===== src/rtl/rcb_contact_monitor_pkg.sv =====
// rcb_contact_monitor_pkg: state encodings, contact codes and code decode for the contact monitor
package rcb_contact_monitor_pkg;
   typedef enum logic [1:0] {
      ST_UNKNOWN  = 2'b00,
      ST_RELEASED = 2'b01,
      ST_PRESSED  = 2'b10,
      ST_FAULT    = 2'b11
   } st_e;
   localparam logic [1:0] CODE_INV = 2'b00;
   localparam logic [1:0] CODE_REL = 2'b01;
   localparam logic [1:0] CODE_PRS = 2'b10;
   // 00 and 11 both collapse to CODE_INV so swapping between them is not a code change
   function automatic logic [1:0] decode(input logic [1:0] code);
      return (code == CODE_REL || code == CODE_PRS) ? code : CODE_INV;
   endfunction
endpackage


===== src/rtl/rcb_contact_chan.sv =====
// rcb_contact_chan: one NC/NO contact channel with sync, debounce, fault detection and sticky events
module rcb_contact_chan
   import rcb_contact_monitor_pkg::*;
#(
   parameter int DEB_TICKS   = 10,
   parameter int FAULT_TICKS = 1000
) (
   input  logic       clk_100m,
   input  logic       rst_n,
   input  logic       tick,
   input  logic       nc,
   input  logic       no,
   input  logic       clr_press,
   input  logic       clr_rel,
   output logic [1:0] state,
   output logic       press_evt,
   output logic       rel_evt,
   output logic       fault
);
   localparam int CW = $clog2(FAULT_TICKS + 1);
   localparam logic [CW-1:0] C_DEB = CW'(DEB_TICKS);
   localparam logic [CW-1:0] C_FLT = CW'(FAULT_TICKS);
   logic [1:0] s1, s2, dec, dec_q;
   logic [CW-1:0] cnt, cnt_nxt;
   logic inv;
   st_e st, st_nxt;
   // state decision uses the post-edge count so state lands on the tick that completes the debounce
   always_comb begin
      dec     = decode(s2);
      inv     = dec == CODE_INV;
      cnt_nxt = (dec != dec_q) ? '0 : (tick && cnt != C_FLT) ? cnt + 1'b1 : cnt;
      st_nxt  = (inv && cnt_nxt == C_FLT && st != ST_FAULT) ? ST_FAULT :
                (!inv && cnt_nxt >= C_DEB && st_e'(dec) != st) ? st_e'(dec) : st;
   end
   always_ff @(posedge clk_100m or negedge rst_n) begin
      if (!rst_n) begin
         s1        <= '0;
         s2        <= '0;
         dec_q     <= CODE_INV;
         cnt       <= '0;
         st        <= ST_UNKNOWN;
         press_evt <= 1'b0;
         rel_evt   <= 1'b0;
      end else begin
         s1        <= {nc, no};
         s2        <= s1;
         dec_q     <= dec;
         cnt       <= cnt_nxt;
         st        <= st_nxt;
         press_evt <= (st_nxt == ST_PRESSED && st != ST_PRESSED) | (press_evt & ~clr_press);
         rel_evt   <= (st_nxt == ST_RELEASED && st != ST_RELEASED) | (rel_evt & ~clr_rel);
      end
   end
   assign state = st;
   assign fault = st == ST_FAULT;
endmodule


===== src/rtl/rcb_contact_monitor.sv =====
// rcb_contact_monitor: N-channel dual-contact switch monitor with shared debounce tick and registered irq
module rcb_contact_monitor
   import rcb_contact_monitor_pkg::*;
#(
   parameter int N_CH        = 12,
   parameter int PRESCALE    = 100,
   parameter int DEB_TICKS   = 10,
   parameter int FAULT_TICKS = 1000
) (
   input  logic              clk_100m,
   input  logic              rst_n,
   input  logic [N_CH-1:0]   nc,
   input  logic [N_CH-1:0]   no,
   input  logic [2*N_CH-1:0] evt_clr,
   input  logic [N_CH-1:0]   irq_mask,
   input  logic              fault_irq_en,
   output logic [2*N_CH-1:0] state,
   output logic [N_CH-1:0]   press_evt,
   output logic [N_CH-1:0]   rel_evt,
   output logic [N_CH-1:0]   fault,
   output logic              irq
);
   localparam int PW = $clog2(PRESCALE + 1);
   localparam logic [PW-1:0] P_LAST = PW'(PRESCALE - 1);
   logic [PW-1:0] pcnt;
   logic tick;
   if (DEB_TICKS < 1 || DEB_TICKS >= FAULT_TICKS) begin : g_bad_deb
      $error("DEB_TICKS must be in 1..FAULT_TICKS-1");
   end
   assign tick = pcnt == P_LAST;
   always_ff @(posedge clk_100m or negedge rst_n) begin
      if (!rst_n) begin
         pcnt <= '0;
         irq  <= 1'b0;
      end else begin
         pcnt <= tick ? '0 : pcnt + 1'b1;
         irq  <= |((press_evt | rel_evt) & irq_mask) | (fault_irq_en & |fault);
      end
   end
   for (genvar i = 0; i < N_CH; i++) begin : g_ch
      rcb_contact_chan #(
         .DEB_TICKS  (DEB_TICKS),
         .FAULT_TICKS(FAULT_TICKS)
      ) u_chan (
         .clk_100m (clk_100m),
         .rst_n    (rst_n),
         .tick     (tick),
         .nc       (nc[i]),
         .no       (no[i]),
         .clr_press(evt_clr[2*i]),
         .clr_rel  (evt_clr[2*i+1]),
         .state    (state[2*i +: 2]),
         .press_evt(press_evt[i]),
         .rel_evt  (rel_evt[i]),
         .fault    (fault[i])
      );
   end
endmodule


===== config.mk =====
export PLATFORM = sky130hd
export DESIGN_NAME = rcb_contact_monitor
export DESIGN_NICKNAME = d
export VERILOG_FILES = /design/src/rtl/rcb_contact_monitor_pkg.sv /design/src/rtl/rcb_contact_chan.sv /design/src/rtl/rcb_contact_monitor.sv
export SDC_FILE = /design/constraint.sdc
export NUM_CORES = 1
export LEC_CHECK = 0
export CAP_MARGIN = 20
export CORE_AREA = 2 2 221 223
export DETAILED_ROUTE_END_ITERATION = 8
export DIE_AREA = 0 0 223 225
export PLACE_DENSITY = 0.44
export SLEW_MARGIN = 25
export SYNTH_ARGS = -nofsm -noshare
export SYNTH_HDL_FRONTEND = slang
export SYNTH_SLANG_ARGS = --single-unit

===== constraint.sdc =====
create_clock -name clk_100m -period 7 [get_ports clk_100m]
set_input_delay 0.7 -clock clk_100m [delete_from_list [all_inputs] [get_ports clk_100m]]
set_output_delay 0.7 -clock clk_100m [all_outputs]
set_load 0.02 [all_outputs]

==> out/metrics.cfg, run 1 <==
[setup_path]
arrival_ps = 4390
path_class = reg -> reg
worstPathRequired_ps = 7430
slowest_stage = nand2_2
startpoint = pcnt[0]
r2r-start = pcnt[0]
rr_worst_depth = 7
crit_fanout = 33
crit_path_max_incr_delay_ps = 680
cp-end-kind = register
cp-start-kind = register
rrSetupSlack_ps = 3040
cp_cell_sequence = ha_1 > nand2_2 > nor4_1 > mux2_2 > or4bb_1 > o41ai_2 > o22ai_1
reg2reg_to = g_ch[11].u_chan.press_evt

[timing]
tightest_slew_ps = 1000
finalClockSkew_ps = 25.9
hold_violations = 0
slew_headroom_pct = 33.2
rsz0062_at_grt = false
maxSlewViolCount = 0
finalSetupTns_ps = 0
final-setup-viol-count = 0
post-route-min-period_ps = 3960
finalCritPeriodShare_pct = 56.6
max_freq_ghz = 0.252

[logic_synthesis]
synth_cells = 1448
synth-edff-count = 0
seq_area_frac_synth_pct = 45.1
synth.most_common_cell = dfrtp_1
synth_nets = 1560
ys_ff_latch = 248
syn-cell-area_um2 = 13800
synth_area_leader_cell = dfrtp_1
netlist-cell-type-count = 68
synth_area_leaders = dfrtp_1, xnor2_1, ha_1
async_reset_ff_share_pct = 100
synthTopCellsByCount = dfrtp_1, inv_1, nor2_1, nand2_1, xnor2_1
ys.warnings.count = 0
synthFlopType = dfrtp_1
avgSynthCellArea_um2 = 9.51
synth_top_area_share_pct = 45.1

[global_routing]
grt_max_degree = 165
grt_use_met3_pct = 2.71
top_usage_layer = met2
grt_pass1_vias = 11000
grt_use_met1_pct = 20.0
grt.overflow.total = 0
antenna_found_initial = 0
gr-usage-all-layers_pct = 14.7
met2_usage_pct = 23.6
grt_pass1_wl_um = 59900

[floorplan]
io_pins = 124
core_um2 = 47500
num_rows = 80
die_w_um = 223
die-height_um = 225
start_util_pct = 29.0
die_area_um2 = 50200

[cts]
clkSinkCount = 248
cts.path.max_buffers = 3
holdBufCountCts = 0
clk_latency_ps = 590
numCtsBuffers = 31
cts_max_level = 1
cts-root-buf = clkbuf_16
clk_pin_slew_worst_paths_ps = 60
postCtsSetupRepairBufs = 0
cts_resized = 0
cts_tree = built

[hold_path]
hold_class = in -> async

[route]
wl_per_cell_um = 17.0
drtPass1Iterations = 5
vias = 10900
via_per_inst = 5.05
postRouteAntennaNets = 0
remaining_drc_errors = 0
drtIter0Drc = 757
wl_um = 36700

[finish]
antennaDiodeCount = 0
syn_to_final_growth_pct = 19.5
drive_above_1_share_pct = 5.55
finalNonFillerCells = 2164
num-nets-final = 1637

[power_and_ir_drop]
p_per_area_nw_per_um2 = 202
cellLeakagePower_uw = 0.00678
ir_drop_uv = 148

[placed_design]
io_buffers = 123
placedCellCount = 2107
gp_congestion = 0.799
hpwl_um = 25400

[flow_run]
maxCapViolCount = 0

[outcome]
outcome = finished, final reports clean

==> worst max-delay path, delay by kind of cell (launching register included) <==
kind                       cells  cell delay (ps)
and+or+nand+nor                3             1720
AOI/OAI and AO/OA              2              710
adders and majority gates      1              610
muxes                          1              400
DFF                            1              390
==> metal layers <==
metal / routed length, um / vias up
met3: 1590 / 51
li1: - / 5329
met5: 0 / -
met2: 16500 / 233
met4: 993 / 0
met1: 17600 / 5326
==> cell families after synthesis <==
| kind of cell | synth area share [%] |
|---|---|
| and+or+nand+nor | 22.5 |
| DFF | 45.1 |
| AOI/OAI and AO/OA | 11.9 |
| buffers and inverters | 7.19 |
| xor gates and xnor gates | 6.36 |
| adders and majority gates | 4.45 |
| muxes | 2.53 |
==> layout by cell type (no fill, tap or decap), drive strengths merged, types with 10 or more instances in the layout <==
cell,netlist,routed
o21ai,36,36
a31oi,14,14
a211oi,10,10
xor2,22,22
nor2b,15,15
o31ai,24,24
nor3,45,45
and3,22,22
o211ai,28,28
o22ai,10,10
nand2b,10,10
nand4,46,46
ha,49,49
clkbuf,38,39
a21oi,35,35
nor4,42,42
nand3,71,71
clkdlybuf4s50,0,122
mux2i,28,28
or4,25,25
dfrtp,248,248
nor2,104,104
a211o,17,17
nand3b,17,17
inv,143,145
nand4b,14,14
nand2,80,80
and2,15,15
and4,13,13
xnor2,78,78
==> layout make-up <==
type | count | area (um2)
Fill cell | 4856 | 31100
Multi-Input combinational cell | 974 | 6600
Sequential cell | 248 | 6210
Timing Repair Buffer | 127 | 1280
Clock buffer | 39 | 876
Tap cell | 615 | 769
Inverter | 143 | 537
Clock inverter | 18 | 198
==> registers in the layout, indices dropped and copies added, names as in the netlist <==
name and cells:
g_ch.u_chan.press_evt 12, g_ch.u_chan.cnt 120, g_ch.u_chan.state 24, g_ch.u_chan.s2 24, irq 1, g_ch.u_chan.dec_q 24, g_ch.u_chan.s1 24, pcnt 7
g_ch.u_chan.rel_evt 12
==> stage by stage <==
| stage | power (uW) | hold WS (ps) | instance area [um2] | util [%] | setup slack [ps] |
|---|---|---|---|---|---|
| 4_1_cts | 3380 | 126 | 16500 | 34.6 | 2970 |
| 5_1_grt | 3470 | 142 | 16500 | 34.6 | 2670 |
| 6_report | 3320 | 97.5 | 16500 | 34.6 | 3040 |
| 3_3_place_gp | 1670 | 333 | 15400 | 32.4 | 2920 |
| 3_5_place_dp | 1670 | 335 | 15400 | 32.4 | 2980 |
| 2_1_floorplan | 1580 | 331 | 13800 | - | 3750 |
==> worst max-delay path by stage <==
| stage | cells after the start | slack [ps] | endpoint |
|---|---|---|---|
| floorplan | 9 | 3750 | g_ch[3].u_chan.press_evt |
| global placement | 7 | 2920 | g_ch[7].u_chan.state[0] |
| detailed placement | 7 | 2980 | g_ch[11].u_chan.press_evt |
| CTS | 8 | 2970 | g_ch[6].u_chan.press_evt |
| global route | 8 | 2670 | g_ch[6].u_chan.press_evt |
| finish | 7 | 3040 | g_ch[11].u_chan.press_evt |
==> power by group <==
group / total (uW) / switching (uW) / internal [uW]
Combinational: 178 / 113 / 65.7
Sequential: 1460 / 9.19 / 1450
Clock: 1680 / 678 / 998
Total: 3320 / 800 / 2520
No activity file was read; power rests on OpenSTA's default activity.
==> inputs of run 2 (changes only) <==
clock period = 4.12 ns   (was 7 ns; I/O delays follow)
==> out/metrics.cfg, run 2 (same netlist as run 1, synthesis figures left out) <==
[finish]
antennaDiodeCount = 0  ; unchanged
drive_above_1_share_pct = 6.32  ; +0.77 points
layout_commonest_cell = dfrtp_1
largest_register_ffs = 120  ; unchanged
num-nets-final = 1653  ; +0.98%
seqCellArea_um2 = 6210  ; unchanged
post-route-util_pct = 35.2  ; +0.52 points
multi_input_area_um2 = 6590  ; about the same
final_cell_mix = dfrtp_1, inv_1, clkdlybuf4s50_1
fillCellCount = 4770  ; -1.8%
top_register = g_ch.u_chan.cnt
syn_to_final_growth_pct = 21.4

[floorplan]
io_pins = 124  ; unchanged
num_rows = 80  ; unchanged
start_util_pct = 29.0  ; unchanged
die_w_um = 223  ; unchanged
die-height_um = 225  ; unchanged
die_area_um2 = 50200  ; unchanged
core_um2 = 47500  ; unchanged

[hold_path]
hold_class = in -> reg

[route]
wl_per_cell_um = 16.8  ; -0.64%
via_per_inst = 5.06  ; about the same
postRouteAntennaNets = 0  ; unchanged
drtPass1Iterations = 5  ; unchanged
remaining_drc_errors = 0  ; unchanged
vias = 11000  ; +0.80%
drtIter0Drc = 711  ; -6.1%
wl_um = 36700  ; +0.14%

[timing]
final-setup-viol-count = 0  ; unchanged
finalSetupTns_ps = 0  ; unchanged
finalClockSkew_ps = 10.8  ; -15.0 ps
rsz0062_at_grt = false
finalCritPeriodShare_pct = 87.3  ; +31 points
post-route-min-period_ps = 3600  ; -362 ps
slew_headroom_pct = 41.2  ; +8.0 points
worst_slack_ps = 521  ; -2520 ps
hold_violations = 0  ; unchanged
tightest_slew_ps = 873  ; -129 ps
max_freq_ghz = 0.278  ; +10%
maxSlewViolCount = 0  ; unchanged
hold_ws_ps = 313  ; +215 ps

[global_routing]
grt.overflow.total = 0  ; unchanged
grt_max_degree = 89  ; -46%
gr-usage-all-layers_pct = 14.8  ; +0.16 points
grt_pass1_vias = 10900  ; -0.79%
grt_pass1_wl_um = 59800  ; -0.13%
antenna_found_initial = 0  ; unchanged

[setup_path]
crit_fanout = 42  ; +27%
path_class = reg -> reg
arrival_ps = 4070  ; -320 ps
worstPathRequired_ps = 4600  ; -2830 ps
cp-end-kind = register
cp-start-kind = register

[power_and_ir_drop]
ir_drop_uv = 214  ; +44%
cellLeakagePower_uw = 0.00692  ; +2.0%
p_per_area_nw_per_um2 = 357  ; +77%

[cts]
postCtsSetupRepairBufs = 0  ; unchanged
holdBufCountCts = 1  ; +1
clkSinkCount = 248  ; unchanged
cts_tree = built
clk_pin_slew_worst_paths_ps = 50  ; about the same
clk_latency_ps = 530  ; -60 ps
cts_resized = 0  ; unchanged
cts_max_level = 2  ; +1
cts.path.max_buffers = 3  ; unchanged
numCtsBuffers = 34  ; +9.7%
cts-root-buf = clkbuf_16

[outcome]
outcome = finished, final reports clean

[placed_design]
place_ws_ps = 538  ; -2440 ps
io_buffers = 123  ; unchanged
hpwl_um = 26100  ; +2.5%
gp_congestion = 0.821  ; +2.8%

[flow_run]
maxCapViolCount = 0  ; unchanged

run 2: cell types whose count changed in the layout (fill, tap and decap cells not counted), moves of 2 or more:
| cell | previous run | this run |
|---|---|---|
| inv_6 | 2 | 0 |
| clkinv_4 | 4 | 2 |
| buf_4 | 3 | 14 |
| clkbuf_1 | 1 | 4 |
| clkinvlp_4 | 4 | 2 |
| clkbuf_16 | 31 | 37 |
run 2: per-stage QoR:
| stage | area [um2] | instances | power, uW |
|---|---|---|---|
| after floorplan | 13800 | 1448 | 2680 |
| after global placement | 15500 | 2119 | 2850 |
| after detailed placement | 15500 | 2119 | 2850 |
| after CTS | 16700 | 2181 | 6080 |
| after global routing | 16700 | 2181 | 6220 |
| final | 16700 | 2181 | 5960 |
run 2: final timing paths:
kind | slack [ps] | to | cells past startpoint | from
max | 520 | g_ch[7].u_chan.state[1] | 8 | pcnt[2]
min | 310 | g_ch[7].u_chan.s1[0] | 1 | no[7]
max reg2reg | 520 | g_ch[7].u_chan.state[1] | 8 | pcnt[2]
min reg2reg | 340 | g_ch[11].u_chan.s2[1] | 0 | g_ch[11].u_chan.s1[1]
max in group asynchronous | 2690 | g_ch[6].u_chan.dec_q[0] | 3 | rst_n
min in group asynchronous | 450 | g_ch[4].u_chan.rel_evt | 2 | rst_n
run 2: cell type report:
cell class	count	share of cell area, %
flip-flops and latches	248	37.1
well taps	615	4.60
multi-input cells	974	39.5
clock inverters	13	1.06
clock buffers	48	6.21
repair buffers	140	8.33
inverters	143	3.21
run 2: critical path: stages, from the launching register on:
cell,delay (ps)
dfrtp_1,470
or4b_4,820
buf_4,330
nor4_1,470
nand3_1,150
xor2_1,170
or4_1,470
nor4_1,470
a211o_1,170
run 2: power by group:
group / switching [uW] / internal [uW] / total [uW] / leakage (uW)
logic: 194 / 115 / 309 / 0.00301
clock network: 1150 / 2010 / 3160 / 0.000596
registers: 15.3 / 2470 / 2490 / 0.00331
total: 1360 / 4590 / 5960 / 0.00692
run 2: layer usage:
metal	vias up	GRT usage, %	part of all wire, %
met3	63	2.86	4.4
met4	0	4.57	2.5
met2	239	23.6	45
met1	5365	20.3	48
li1	5359	-	-
met5	-	0	0
==> patch, RTL diff (flow settings as in run 2) <==
`PRESCALE`: 100 -> 200.
--- a/src/rtl/rcb_contact_monitor.sv
+++ b/src/rtl/rcb_contact_monitor.sv
@@ -5,3 +5,3 @@
    parameter int N_CH        = 12,
-   parameter int PRESCALE    = 100,
+   parameter int PRESCALE    = 200,
    parameter int DEB_TICKS   = 10,
Check against the original RTL: no difference found for any inputs over 10 cycles, from zero or initial values and one cycle with rst_n low; that may be too few to reach the edited logic, so the function may still have changed.
==> patch against run 2 <==
- global-route usage rose by 0.84 points
- total power fell by 6.8%
- wire length rose by 6.5%
- clock power fell by 13%
- sequential cell count rose by 1
- count of clock-buffer cells in the layout fell by 3
- die area did not move
- maximum frequency rose by 2.7%
- critical endpoint is now g_ch[4].u_chan.state[0]
- final area rose by 2.7%
- hold slack got worse by 0.048 ns
- worst setup slack improved by 0.093 ns
- area after synthesis rose by 4.8%
- sequential share of layout area fell by 0.85 points
==> patch: results (changes against run 2) <==
fillers=4792 (+0.46%); CP max stage delay=1.13 ns (+0.31 ns); clock tree buffer depth=3 (unchanged); Worst Path Arrival=3.97 ns (-0.10 ns); VDD IR max=285 uV (+33%); ranking of synthesized cells by area=dfrtp_1, xnor2_1, ha_1, nor2_1, inv_1; Initial DRC Count=571 (-20%); # diodes=0 (unchanged); syn nets=1632 (+4.6%); Largest Register=g_ch.u_chan.cnt; via count=11200 (+2.0%); Post-synth ARST share=100% (unchanged); leakage=7.21 nW (+4.2%); vias in the first global route=11300 (+3.7%); share of cells above drive strength 1=7.56% (+1.2 points); placer congestion estimate=0.809 (-1.4%); outcome=finished clean; WL per Instance=17.5 um (+3.6%); drt pass-1 iters=5 (unchanged); hold path cells=1 (unchanged); Sw Share=23.1% (+0.22 points); slew at the pin with the worst max-slew slack=1.02 ns (+0.145 ns); Yosys cell types=91 (+34%); fin nets=1716 (+3.8%); synth cell count leaders=dfrtp_1, nor2_1, inv_1; worst skew pair latency=0.58 ns (+0.05 ns); antenna violations before repair=1 (+1); GR Util All Layers=15.7% (+0.84 points); largest net degree at the start of global routing=115 (+29%); Synth Instances=1520 (+5.0%); Slowest cell on crit path=or4b_2; Layout Cells excl Fill=2243 (+2.8%); Post-DP HPWL=28000 um (+7.5%); H-tree depth=1 (-1); first-pass GRT wire length=63200 um (+5.8%); Clock Pin Slew Worst Setup and Hold Paths=roughly 0.060 ns; Resize count post-CTS=0 (unchanged); critical path peak fanout=23 (-45%); register area share after synthesis=43.2% (-1.9 points); skew final=0.0168 ns (+0.00593 ns); Worst Reg2Reg Path Length in Cells=7 (-1); r2r setup slk=0.61 ns (+0.09 ns); total CTS buffers=31 (-8.8%); yosys warns=0 (unchanged)
-- patch: cell count changes after synthesis, sizes merged, moves of 11 or more --
cell   delta
inv      -12
nand3    -12
nand2    +13
xor2     +19
or4      -12
nor2     +44
a21oi    +11
o31ai    -11
-- patch: final timing paths --
| path | startpoint | to |
|---|---|---|
| min | no[0] | g_ch[0].u_chan.s1[0] |
| max | pcnt[4] | g_ch[4].u_chan.state[0] |
| min reg2reg | g_ch[8].u_chan.s1[0] | g_ch[8].u_chan.s2[0] |
| max in group asynchronous | rst_n | g_ch[6].u_chan.s2[0] |
| max reg2reg | pcnt[4] | g_ch[4].u_chan.state[0] |
| min in group asynchronous | rst_n | g_ch[11].u_chan.s1[0] |
-- patch: cell type report --
| cell class | instances | area [um^2] | share of cell area [%] |
|---|---|---|---|
| Clock buffer | 45 | 928 | 5.41 |
| Tap cell | 615 | 769 | 4.48 |
| Timing Repair Buffer | 145 | 1450 | 8.44 |
| Multi-Input combinational cell | 1046 | 7190 | 41.9 |
| Inverter | 131 | 492 | 2.86 |
| Clock inverter | 12 | 114 | 0.663 |
| Sequential cell | 249 | 6230 | 36.3 |
-- patch: cell families after synthesis --
group,synth area share (%)
fa+ha+maj,4.25
flops,43.2
simple gates,23.8
xor+xnor,7.83
compound gates,11.8
buf+inv,7.07
mux,2.10
-- patch: worst register-to-register path, cell delays in order, from the launching register on --
cell      delay (ns)
dfrtp_1         0.45
or4b_2          1.13
nor4_1          0.49
mux2i_1         0.38
o221ai_1        0.18
a211oi_1        0.40
nor3b_1         0.09
a211o_1         0.27
-- patch: power groups by stage --
stage	logic [mW]	clock network (mW)	registers [mW]
2_1_floorplan	0.144	0	2.54
3_3_place_gp	0.309	0	2.54
3_5_place_dp	0.308	0	2.54
4_1_cts	0.311	2.86	2.50
5_1_grt	0.345	2.96	2.50
6_report	0.304	2.75	2.50
-- patch: per-layer routing --
| metal | GRT usage (%) | part of all wire, % |
|---|---|---|
| met4 | 4.89 | 3.0 |
| met5 | 0 | 0 |
| met2 | 25.8 | 47 |
| met1 | 21.0 | 47 |
| met3 | 2.71 | 3.7 |
-- patch: stage by stage --
step	area [um^2]	setup slack, ns	hold slack [ns]	utilization [%]
floorplan	14400	1.33	0.116	-
global placement	16100	0.728	0.332	33.8
detailed placement	16100	0.642	0.335	33.8
CTS	17100	0.623	0.233	36.0
global route	17200	0.397	0.238	36.1
finish	17200	0.615	0.264	36.1
-- patch: repair_timing --
| action | 4_1_cts | 5_1_grt |
|---|---|---|
| hold buffers | 1 | 0 |
| endpoints found under the hold margin | 77 | 0 |
| buffers inserted | 0 | 0 |
